<file path="src/rtl/affine_sbmv_gen.sv">
// Affine subblock MV generator: derives one rounded MV per 4x4 subblock of a PU
// from its control-point MVs and streams them in raster order over valid/ready.
module affine_sbmv_gen (
    input  logic                clk,
    input  logic                rst,
    input  logic                start,
    input  logic                affine_6param,
    input  logic [8:0]          Ipu_w,
    input  logic [8:0]          Ipu_h,
    input  logic signed [12:0]  mvLT_x,
    input  logic signed [12:0]  mvLT_y,
    input  logic signed [12:0]  mvRT_x,
    input  logic signed [12:0]  mvRT_y,
    input  logic signed [12:0]  mvLB_x,
    input  logic signed [12:0]  mvLB_y,
    output logic                busy,
    output logic                sb_valid,
    input  logic                sb_ready,
    output logic [4:0]          sb_x,
    output logic [4:0]          sb_y,
    output logic signed [12:0]  sb_mv_x,
    output logic signed [12:0]  sb_mv_y,
    output logic                sb_last,
    output logic                done,
    output logic                err
);

    localparam int unsigned MV_W  = 13;
    localparam int unsigned SZ_W  = 9;
    localparam int unsigned IDX_W = 5;
    localparam int unsigned ACC_W = 28;
    localparam int unsigned FRAC  = 7;

    typedef enum logic [1:0] {
        IDLE   = 2'd0,
        SETUP  = 2'd1,
        STREAM = 2'd2,
        FIN    = 2'd3
    } state_t;

    state_t state, state_d;

    // request captured in IDLE
    logic                    six_r;
    logic [SZ_W-1:0]         w_r, h_r;
    logic signed [MV_W-1:0]  lt_x, lt_y, rt_x, rt_y, lb_x, lb_y;

    // per-PU steps and running accumulators (values are MV << 7)
    logic signed [ACC_W-1:0] hx4, hy4, vx4, vy4, row_x, row_y, acc_x, acc_y;
    logic signed [ACC_W-1:0] hx4_d, hy4_d, vx4_d, vy4_d, row_x_d, row_y_d, acc_x_d, acc_y_d;
    logic [IDX_W-1:0]        wmax, hmax, wmax_d, hmax_d;

    logic                    busy_d, valid_d, last_d, done_d, err_d;
    logic [IDX_W-1:0]        x_d, y_d;
    logic signed [MV_W-1:0]  mvx_d, mvy_d;

    logic [2:0]              lw, lh, sh_w, sh_h;
    logic                    size_ok;
    logic signed [ACC_W-1:0] dhx, dhy, dvx, dvy, base_x, base_y;

    // log2 of a legal PU dimension, 0 when the size is not a power of two in 8..128
    function automatic logic [2:0] size_log2(input logic [SZ_W-1:0] s);
        case (s)
            9'd8:    size_log2 = 3'd3;
            9'd16:   size_log2 = 3'd4;
            9'd32:   size_log2 = 3'd5;
            9'd64:   size_log2 = 3'd6;
            9'd128:  size_log2 = 3'd7;
            default: size_log2 = 3'd0;
        endcase
    endfunction

    // round toward nearest (ties toward zero on the positive side) then clip
    function automatic logic signed [MV_W-1:0] round_mv(input logic signed [ACC_W-1:0] a);
        logic signed [ACC_W-1:0] t;
        t = a + ACC_W'(64) - (a[ACC_W-1] ? ACC_W'(0) : ACC_W'(1));
        t = t >>> FRAC;
        if (t > ACC_W'(4095)) begin
            t = ACC_W'(4095);
        end else if (t < ACC_W'(-4096)) begin
            t = ACC_W'(-4096);
        end
        round_mv = MV_W'(t);
    endfunction

    // SETUP arithmetic: gradients and the MV at the centre of subblock (0,0)
    always_comb begin
        lw      = size_log2(w_r);
        lh      = size_log2(h_r);
        size_ok = (lw != 3'd0) && (lh != 3'd0);
        sh_w    = 3'd7 - lw;
        sh_h    = 3'd7 - lh;
        dhx     = (ACC_W'(rt_x) - ACC_W'(lt_x)) <<< sh_w;
        dhy     = (ACC_W'(rt_y) - ACC_W'(lt_y)) <<< sh_w;
        if (six_r) begin
            dvx = (ACC_W'(lb_x) - ACC_W'(lt_x)) <<< sh_h;
            dvy = (ACC_W'(lb_y) - ACC_W'(lt_y)) <<< sh_h;
        end else begin
            dvx = -dhy;
            dvy = dhx;
        end
        base_x = (ACC_W'(lt_x) <<< FRAC) + (dhx <<< 1) + (dvx <<< 1);
        base_y = (ACC_W'(lt_y) <<< FRAC) + (dhy <<< 1) + (dvy <<< 1);
    end

    // state register
    always_ff @(posedge clk) begin
        if (rst) begin
            state <= IDLE;
        end else begin
            state <= state_d;
        end
    end

    // next-state logic
    always_comb begin
        state_d = state;
        case (state)
            IDLE:    if (start) state_d = SETUP;
            SETUP:   state_d = size_ok ? STREAM : FIN;
            STREAM:  if (sb_ready && sb_last) state_d = FIN;
            FIN:     state_d = IDLE;
            default: state_d = IDLE;
        endcase
    end

    // next values of the registered outputs and datapath
    always_comb begin
        busy_d  = 1'b0;
        done_d  = 1'b0;
        err_d   = 1'b0;
        valid_d = sb_valid;
        x_d     = sb_x;
        y_d     = sb_y;
        mvx_d   = sb_mv_x;
        mvy_d   = sb_mv_y;
        last_d  = sb_last;
        hx4_d   = hx4;
        hy4_d   = hy4;
        vx4_d   = vx4;
        vy4_d   = vy4;
        row_x_d = row_x;
        row_y_d = row_y;
        acc_x_d = acc_x;
        acc_y_d = acc_y;
        wmax_d  = wmax;
        hmax_d  = hmax;
        case (state)
            IDLE: busy_d = start;
            SETUP: begin
                if (size_ok) begin
                    busy_d  = 1'b1;
                    valid_d = 1'b1;
                    x_d     = '0;
                    y_d     = '0;
                    hx4_d   = dhx <<< 2;
                    hy4_d   = dhy <<< 2;
                    vx4_d   = dvx <<< 2;
                    vy4_d   = dvy <<< 2;
                    row_x_d = base_x;
                    row_y_d = base_y;
                    acc_x_d = base_x;
                    acc_y_d = base_y;
                    wmax_d  = IDX_W'((w_r >> 2) - SZ_W'(1));
                    hmax_d  = IDX_W'((h_r >> 2) - SZ_W'(1));
                    mvx_d   = round_mv(base_x);
                    mvy_d   = round_mv(base_y);
                    last_d  = 1'b0;  // smallest legal PU has 2x2 subblocks
                end else begin
                    done_d  = 1'b1;
                    err_d   = 1'b1;
                    valid_d = 1'b0;
                end
            end
            STREAM: begin
                busy_d = 1'b1;
                if (sb_ready) begin
                    if (sb_last) begin
                        busy_d  = 1'b0;
                        done_d  = 1'b1;
                        valid_d = 1'b0;
                        x_d     = '0;
                        y_d     = '0;
                        mvx_d   = '0;
                        mvy_d   = '0;
                        last_d  = 1'b0;
                    end else begin
                        if (sb_x == wmax) begin
                            row_x_d = row_x + vx4;
                            row_y_d = row_y + vy4;
                            acc_x_d = row_x_d;
                            acc_y_d = row_y_d;
                            x_d     = '0;
                            y_d     = sb_y + IDX_W'(1);
                        end else begin
                            acc_x_d = acc_x + hx4;
                            acc_y_d = acc_y + hy4;
                            x_d     = sb_x + IDX_W'(1);
                        end
                        mvx_d  = round_mv(acc_x_d);
                        mvy_d  = round_mv(acc_y_d);
                        last_d = (x_d == wmax) && (y_d == hmax);
                    end
                end
            end
            default: valid_d = 1'b0;
        endcase
    end

    // output and datapath registers
    always_ff @(posedge clk) begin
        if (rst) begin
            busy     <= 1'b0;
            sb_valid <= 1'b0;
            sb_x     <= '0;
            sb_y     <= '0;
            sb_mv_x  <= '0;
            sb_mv_y  <= '0;
            sb_last  <= 1'b0;
            done     <= 1'b0;
            err      <= 1'b0;
            hx4      <= '0;
            hy4      <= '0;
            vx4      <= '0;
            vy4      <= '0;
            row_x    <= '0;
            row_y    <= '0;
            acc_x    <= '0;
            acc_y    <= '0;
            wmax     <= '0;
            hmax     <= '0;
        end else begin
            busy     <= busy_d;
            sb_valid <= valid_d;
            sb_x     <= x_d;
            sb_y     <= y_d;
            sb_mv_x  <= mvx_d;
            sb_mv_y  <= mvy_d;
            sb_last  <= last_d;
            done     <= done_d;
            err      <= err_d;
            hx4      <= hx4_d;
            hy4      <= hy4_d;
            vx4      <= vx4_d;
            vy4      <= vy4_d;
            row_x    <= row_x_d;
            row_y    <= row_y_d;
            acc_x    <= acc_x_d;
            acc_y    <= acc_y_d;
            wmax     <= wmax_d;
            hmax     <= hmax_d;
        end
    end

    // request capture, only when a start is accepted
    always_ff @(posedge clk) begin
        if (rst) begin
            six_r <= 1'b0;
            w_r   <= '0;
            h_r   <= '0;
            lt_x  <= '0;
            lt_y  <= '0;
            rt_x  <= '0;
            rt_y  <= '0;
            lb_x  <= '0;
            lb_y  <= '0;
        end else if (state == IDLE && start) begin
            six_r <= affine_6param;
            w_r   <= Ipu_w;
            h_r   <= Ipu_h;
            lt_x  <= mvLT_x;
            lt_y  <= mvLT_y;
            rt_x  <= mvRT_x;
            rt_y  <= mvRT_y;
            lb_x  <= mvLB_x;
            lb_y  <= mvLB_y;
        end
    end

endmodule

</file>
<file path="config.mk">
export PLATFORM = sky130hd
export DESIGN_NAME = affine_sbmv_gen
export DESIGN_NICKNAME = d
export VERILOG_FILES = /design/src/rtl/affine_sbmv_gen.sv
export SDC_FILE = /design/constraint.sdc
export NUM_CORES = 2
export LEC_CHECK = 0
export BUFFER_PORTS_ARGS = -buffer_cell sky130_fd_sc_hd__buf_2
export CAP_MARGIN = 20
export CORE_MARGIN = 10
export CORE_UTILIZATION = 65
export CTS_CLUSTER_DIAMETER = 120
export DETAILED_ROUTE_END_ITERATION = 10
export PLACE_DENSITY = 0.8
export SETUP_SLACK_MARGIN = 0.5
export SKIP_CTS_REPAIR_TIMING = 1
export SLEW_MARGIN = 5
export SYNTH_ARGS = -nofsm -noshare
export SYNTH_HDL_FRONTEND = slang
export SYNTH_SLANG_ARGS = --single-unit
</file>
<file path="constraint.sdc">
create_clock -name clk -period 14.6 [get_ports clk]
set_clock_uncertainty 0.15 [all_clocks]
set_input_delay 2.92 -clock clk [delete_from_list [all_inputs] [get_ports clk]]
set_output_delay 2.92 -clock clk [all_outputs]
set_load 0.01 [all_outputs]
</file>
# Word-level counts from Yosys, hierarchy flattened
# Index checks and enable logic that the tools add are counted.
# op_classes
n_addsub	27
order_cmp	8
eq_ne	23
shift	4
muxes	82
n_bitwise	2
reduce_logical	15
# op_table
cell	count
28-bit 2-to-1 mux	20
28-bit case mux with 2 select lines	4
13-bit 2-to-1 mux	14
28-bit adder	6
28-bit by 8-bit adder with 28-bit output (second input constant)	4
28-bit by 2-bit subtractor with 28-bit output	4
14-bit by 3-bit <<< shifter with 27-bit output	4
21-bit by 13-bit > comparator with 1-bit output (second input constant)	4
21-bit by 13-bit < comparator with 1-bit output (second input constant)	4
5-bit 2-to-1 mux	13
20-bit by 28-bit adder with 28-bit output	2
13-bit by 13-bit subtractor with 14-bit output	4
27-bit 2-to-1 mux	2
13-bit case mux with 2 select lines	2
3-bit case mux with 5 select lines	2
27-bit negator	1
5-bit case mux with 2 select lines	2
9-bit by 4-bit == test with 1-bit output (second input constant)	2
9-bit by 5-bit == test with 1-bit output (second input constant)	2
9-bit by 6-bit == test with 1-bit output (second input constant)	2
9-bit by 7-bit == test with 1-bit output (second input constant)	2
9-bit by 8-bit == test with 1-bit output (second input constant)	2
1-bit 2-to-1 mux	16
5-bit == test	3
other kinds (20)	40
# word_totals
ff_bits	366
in_bits	101
out_inout_bits	41
wordCells	190

# Depth between registers and ports, before layout
# logic_depth
ltp_word	14
mapped_depth	48
ltp_nobuf	47

# Worst setup path before layout
# OpenSTA, ideal clock, no wires.
# synth_path
path_kind	register -> register
startpoint	register lt_x[1]
endpoint	register sb_mv_x[11]
setup_ns	0.091
arrival_time_ns	8.286
t_required_ns	14.359
path_slack_ns	6.073
path_stages_with_launch	43
path_buffers	1
synth_period_minus_slack_ns	8.527
path_cell_list	dfxtp_1 > inv_1 > ha_1 > nor2b_1 > o21ai_0 > a21boi_0 > o21ai_0 > a21oi_1 > o21ai_0 > a21boi_0 > o21ai_0 > a21boi_0 > o21a_1 > o21ai_0 > a31oi_1 > a21oi_1 > o21ai_0 > mux2i_1 > [... 7 more ...] > o21a_1 > nor2_1 > o21bai_1 > a21oi_1 > xor2_1 > ha_1 > a21o_1 > a21oi_1 > nand2_1 > a21oi_1 > o21ai_0 > a31oi_4 > xnor2_1 > nand4_1 > o31ai_2 > buf_4 > nand3_1 > a311oi_1
# synth_via
elab_chain_cells	11
word_cells_on_any_way	16
classes_between	add/sub: 6; order compare: 2; shift: 2; mux: 6
# synth_lines
element	line_no	text
start, declared	46	logic signed [MV_W-1:0] lt_x, lt_y, rt_x, rt_y, lb_x, lb_y;
start signal, assigned	271	lt_x <= mvLT_x;
13-bit by 13-bit subtractor with 14-bit output *	93	dhx = (ACC_W'(rt_x) - ACC_W'(lt_x)) <<< sh_w;
14-bit by 3-bit <<< shifter with 27-bit output *	93	
named net dhx[13]	59	logic signed [ACC_W-1:0] dhx, dhy, dvx, dvy, base_x, base_y;
20-bit by 28-bit adder with 28-bit output *	102	base_x = (ACC_W'(lt_x) <<< FRAC) + (dhx <<< 1) + (dvx <<< 1);
28-bit adder *	102	
28-bit by 8-bit adder with 28-bit output / 1-bit 2-to-1 mux (equally long branches)	76	t = a + ACC_W'(64) - (a[ACC_W-1] ? ACC_W'(0) : ACC_W'(1));
28-bit by 2-bit subtractor with 28-bit output *	76	
21-bit by 13-bit < comparator with 1-bit output	80	end else if (t < ACC_W'(-4096)) begin
13-bit 2-to-1 mux	80	
13-bit 2-to-1 mux *	78	if (t > ACC_W'(4095)) begin
13-bit 2-to-1 mux *	151	if (size_ok) begin
13-bit case mux with 2 select lines *	148	case (state)
end signal, assigned	237	sb_mv_x <= mvx_d;
end, declared	21	output logic signed [12:0] sb_mv_x,
# Mark *: on every way through the listed nets, which the timed path passes. The rest lies on a longest branch. The select of a mux whose other input is x is not followed.
# A chain may end at the register's enable or synchronous reset.

# Worst setup path after layout
# layout_path
startpoint	register w_r[2]
endpoint	register sb_mv_x[1]
# layout_via
elab_chain_cells	14
word_cells_on_any_way	26
classes_between	add/sub: 6; order compare: 2; eq/ne: 6; shift: 2; mux: 7; reduce/logical: 3
# layout_lines
element	line_no	text
start, declared	45	logic [SZ_W-1:0] w_r, h_r;
start signal, assigned	269	w_r <= Ipu_w;
9-bit by 8-bit == test with 1-bit output (tied with other cells)	63	case (s)
3-bit case mux with 5 select lines *	63	
3-bit subtractor *	91	sh_w = 3'd7 - lw;
14-bit by 3-bit <<< shifter with 27-bit output *	94	dhy = (ACC_W'(rt_y) - ACC_W'(lt_y)) <<< sh_w;
27-bit negator *	99	dvx = -dhy;
27-bit 2-to-1 mux *	95	if (six_r) begin
named net dvx[14]	59	
28-bit adder *	102	
28-bit by 8-bit adder with 28-bit output / 1-bit 2-to-1 mux (equally long branches)	76	
28-bit by 2-bit subtractor with 28-bit output *	76	
21-bit by 13-bit < comparator with 1-bit output	80	
13-bit 2-to-1 mux	80	
13-bit 2-to-1 mux *	78	
13-bit 2-to-1 mux *	151	
13-bit case mux with 2 select lines *	148	
# Marks and branches as above.

==> reports/results.tsv <==
stage	metric	value	unit
route	Vias/cell	6.45	
clocking	Num CTS Buffers	39	
synth	cell accounting for the most synthesized area	dfxtp_1	
placement	gp weighted congestion	1.04	
synth	Post-synth EDFFs	0	
cells_and_area	ANT cells	0	
global_route	vias in the first global route	30800	
placement	placed cell count	5190	
clocking	CTS tree	built	
critical_path	Worst Path Required	14.93	ns
critical_path	crit path DAT	10.93	ns
sta	unrepaired setup endpoints after global routing	no	
clocking	CTS H-tree depth	2	
cells_and_area	Layout Cells excl Fill	5262	
synth	synth top area cells	dfxtp_1, ha_1, a21oi_1	
cells_and_area	Total Nets Final	5032	
sta	worst slew pin tran	1.26	ns
critical_path	kind of critical path	flip-flop to flip-flop	
synth	most numerous cell in the Yosys netlist	nand2_1	
critical_path	CP peak stage delay	0.78	ns
sta	Final Hold Vio Count	0	
global_route	first-pass GRT wire length	170000	um
global_route	initial antenna violation count	5	
route	DRT Pass-1 Iters	6	
clocking	clock tree buffer depth	3	
global_route	total gr overflow	0	
synth	Synth top area share	21.0	%
synth	post-synth cell types	108	
job	maxcap violations	0	
die	Die H	246	um
die	Die Area	60700	um^2
synth	ys flop type	dfxtp_1	
status	outcome	finished, final reports clean	
clocking	CTS clk-pin slew, worst paths	0.06	ns
critical_path	crit path capture type	flip-flop	
synth	Post-Syn Area	33300	um^2
global_route	Overall Global Routing Usage	34.7	%
die	Ports	142	
route	Wirelength per Cell	20.9	um
synth	register bit total from synthesis	349	
route	via count	34000	
placement	hpwl dp	85200	um
sta	Final Max Tran Viols	0	
critical_path	CP max FO	20	
die	Die X	246	um
global_route	largest net degree at the start of global routing	190	
sta	final worst-path cycle share	72.6	%
sta	final setup fails	0	
synth	Synth Warn #	0	
cells_and_area	synthesis-to-finish area growth	7.05	%
die	FP Rows	82	
critical_path	startpoint types	flip-flop	
route	drt drc	0	
synth	synthesized net count	5027	
die	Initial Util	66.1	%
route	DRT iter0 DRCs	3625	
cells_and_area	share of cells above drive strength 1	7.19	%
route	Routed Antenna Nets	0	
synth	synthesized instance count	4556	
clocking	CTS Sinks	349	
synth	Synth top cells by count	nand2_1, nor2_1, a21oi_1	
synth	mean post-synth cell area	7.31	um^2
clocking	worst skew pair latency	0.59	ns
sta	Final min period	10.60	ns
placement	Buffers on Ports	141	
synth	ys async rst share	0	%
min_path	Worst Hold Class	flip-flop to flip-flop	
critical_path	CP dominant cell by count	a21oi_1	
route	drt total wl	110000	um
sta	relative slew slack	14.8	%
die	Core Area	50400	um^2
synth	sequential share of the synthesized area	21.0	%
critical_path	cell at the slowest stage of the critical path	o31ai_2	
sta	Total Neg Setup Slack	0	ns
clocking	clock root buffer	clkbuf_16	
sta	Max Fclk	0.0944	GHz
[worst max-delay path: cells and delay by family, from the launching register on]
kind                       cells  cell delay [ns]
xor gates and xnor gates       3             0.90
adders and majority gates      4             1.51
AOI/OAI and AO/OA             17             4.01
buffers and inverters          3             0.30
and+or+nand+nor               12             3.24
DFF                            1             0.34
[registers in the layout (all words and copies together), names as in the netlist, 5 cells and up]
| signal | count |
|---|---|
| w_r | 9 |
| acc_y | 28 |
| vx4 | 26 |
| row_y | 27 |
| lt_y | 13 |
| sb_y | 5 |
| hx4 | 21 |
| lb_y | 13 |
| vy4 | 21 |
| sb_mv_x | 13 |
| rt_x | 13 |
| sb_x | 5 |
| lb_x | 13 |
| acc_x | 28 |
| lt_x | 13 |
| row_x | 27 |
| hmax | 5 |
| sb_mv_y | 13 |
| h_r | 9 |
| rt_y | 13 |
| hy4 | 21 |
| wmax | 5 |
[layer usage]
layer  wire [um]  vias to the layer above  part of all wire (%)  global-route usage [%]
met1       45900                    15700                    42                    45.8
li1            -                    16200                     -                       -
met3       12000                      290                    11                    8.63
met4        4840                       10                   4.4                    14.8
met5          64                        -                 0.058                       0
met2       47300                     1721                    43                    53.1
[worst paths after layout]
path / from / end / slack (ns) / cells past startpoint
max: w_r[2] / sb_mv_x[1] / 4.00 / 39
min: acc_y[1] / acc_y[1] / 0.30 / 2
max reg2reg: w_r[2] / sb_mv_x[1] / 4.00 / 39
min reg2reg: acc_y[1] / acc_y[1] / 0.30 / 2
[final cells by class]
| type | count | area (um^2) |
|---|---|---|
| inverter | 274 | 1030 |
| clock inverter | 14 | 150 |
| timing repair buffer | 173 | 966 |
| sequential | 349 | 6990 |
| fill | 4427 | 14700 |
| tap | 672 | 841 |
| clock buffer | 56 | 1170 |
| multi-input combinational | 3724 | 24500 |
[cells in the final DEF (no fill, tap or decap), types with 43 or more instances in the layout]
master,count
fa_1,45
a21o_1,126
nor2b_1,43
dfxtp_1,348
xor2_1,95
a21oi_1,509
ha_1,324
xnor2_1,186
o21a_1,66
o21bai_1,46
nor2_1,528
nor3_1,137
a211oi_1,131
nand2_1,544
inv_1,273
a31oi_1,46
buf_2,141
nand3_1,64
mux2i_1,77
o21ai_0,240
[cell families after synthesis]
logic type	after synthesis	synth area share (%)
flip-flops	349	21.0
AND/OR/NAND/NOR	1561	20.9
XOR/XNOR	284	7.56
AO/OA/AOI/OAI	1424	27.4
adder cells (fa/ha/maj)	370	14.9
buffers and inverters	483	5.61
multiplexers	85	2.59
[stage by stage]
step | worst slack (ns) | cell area [um^2] | utilization [%] | hold slack (ns)
floorplan | 6.07 | 33300 | - | 0.281
global placement | 4.28 | 34300 | 68.1 | 0.292
detailed placement | 4.05 | 34300 | 68.1 | 0.296
CTS | 4.02 | 35600 | 70.7 | 0.304
global route | 3.08 | 35600 | 70.8 | 0.326
finish | 4.00 | 35600 | 70.8 | 0.304
Power is left out: the tool's default activity adds up to more than one toggle a clock period on the data nets, which glitch-free logic cannot reach.
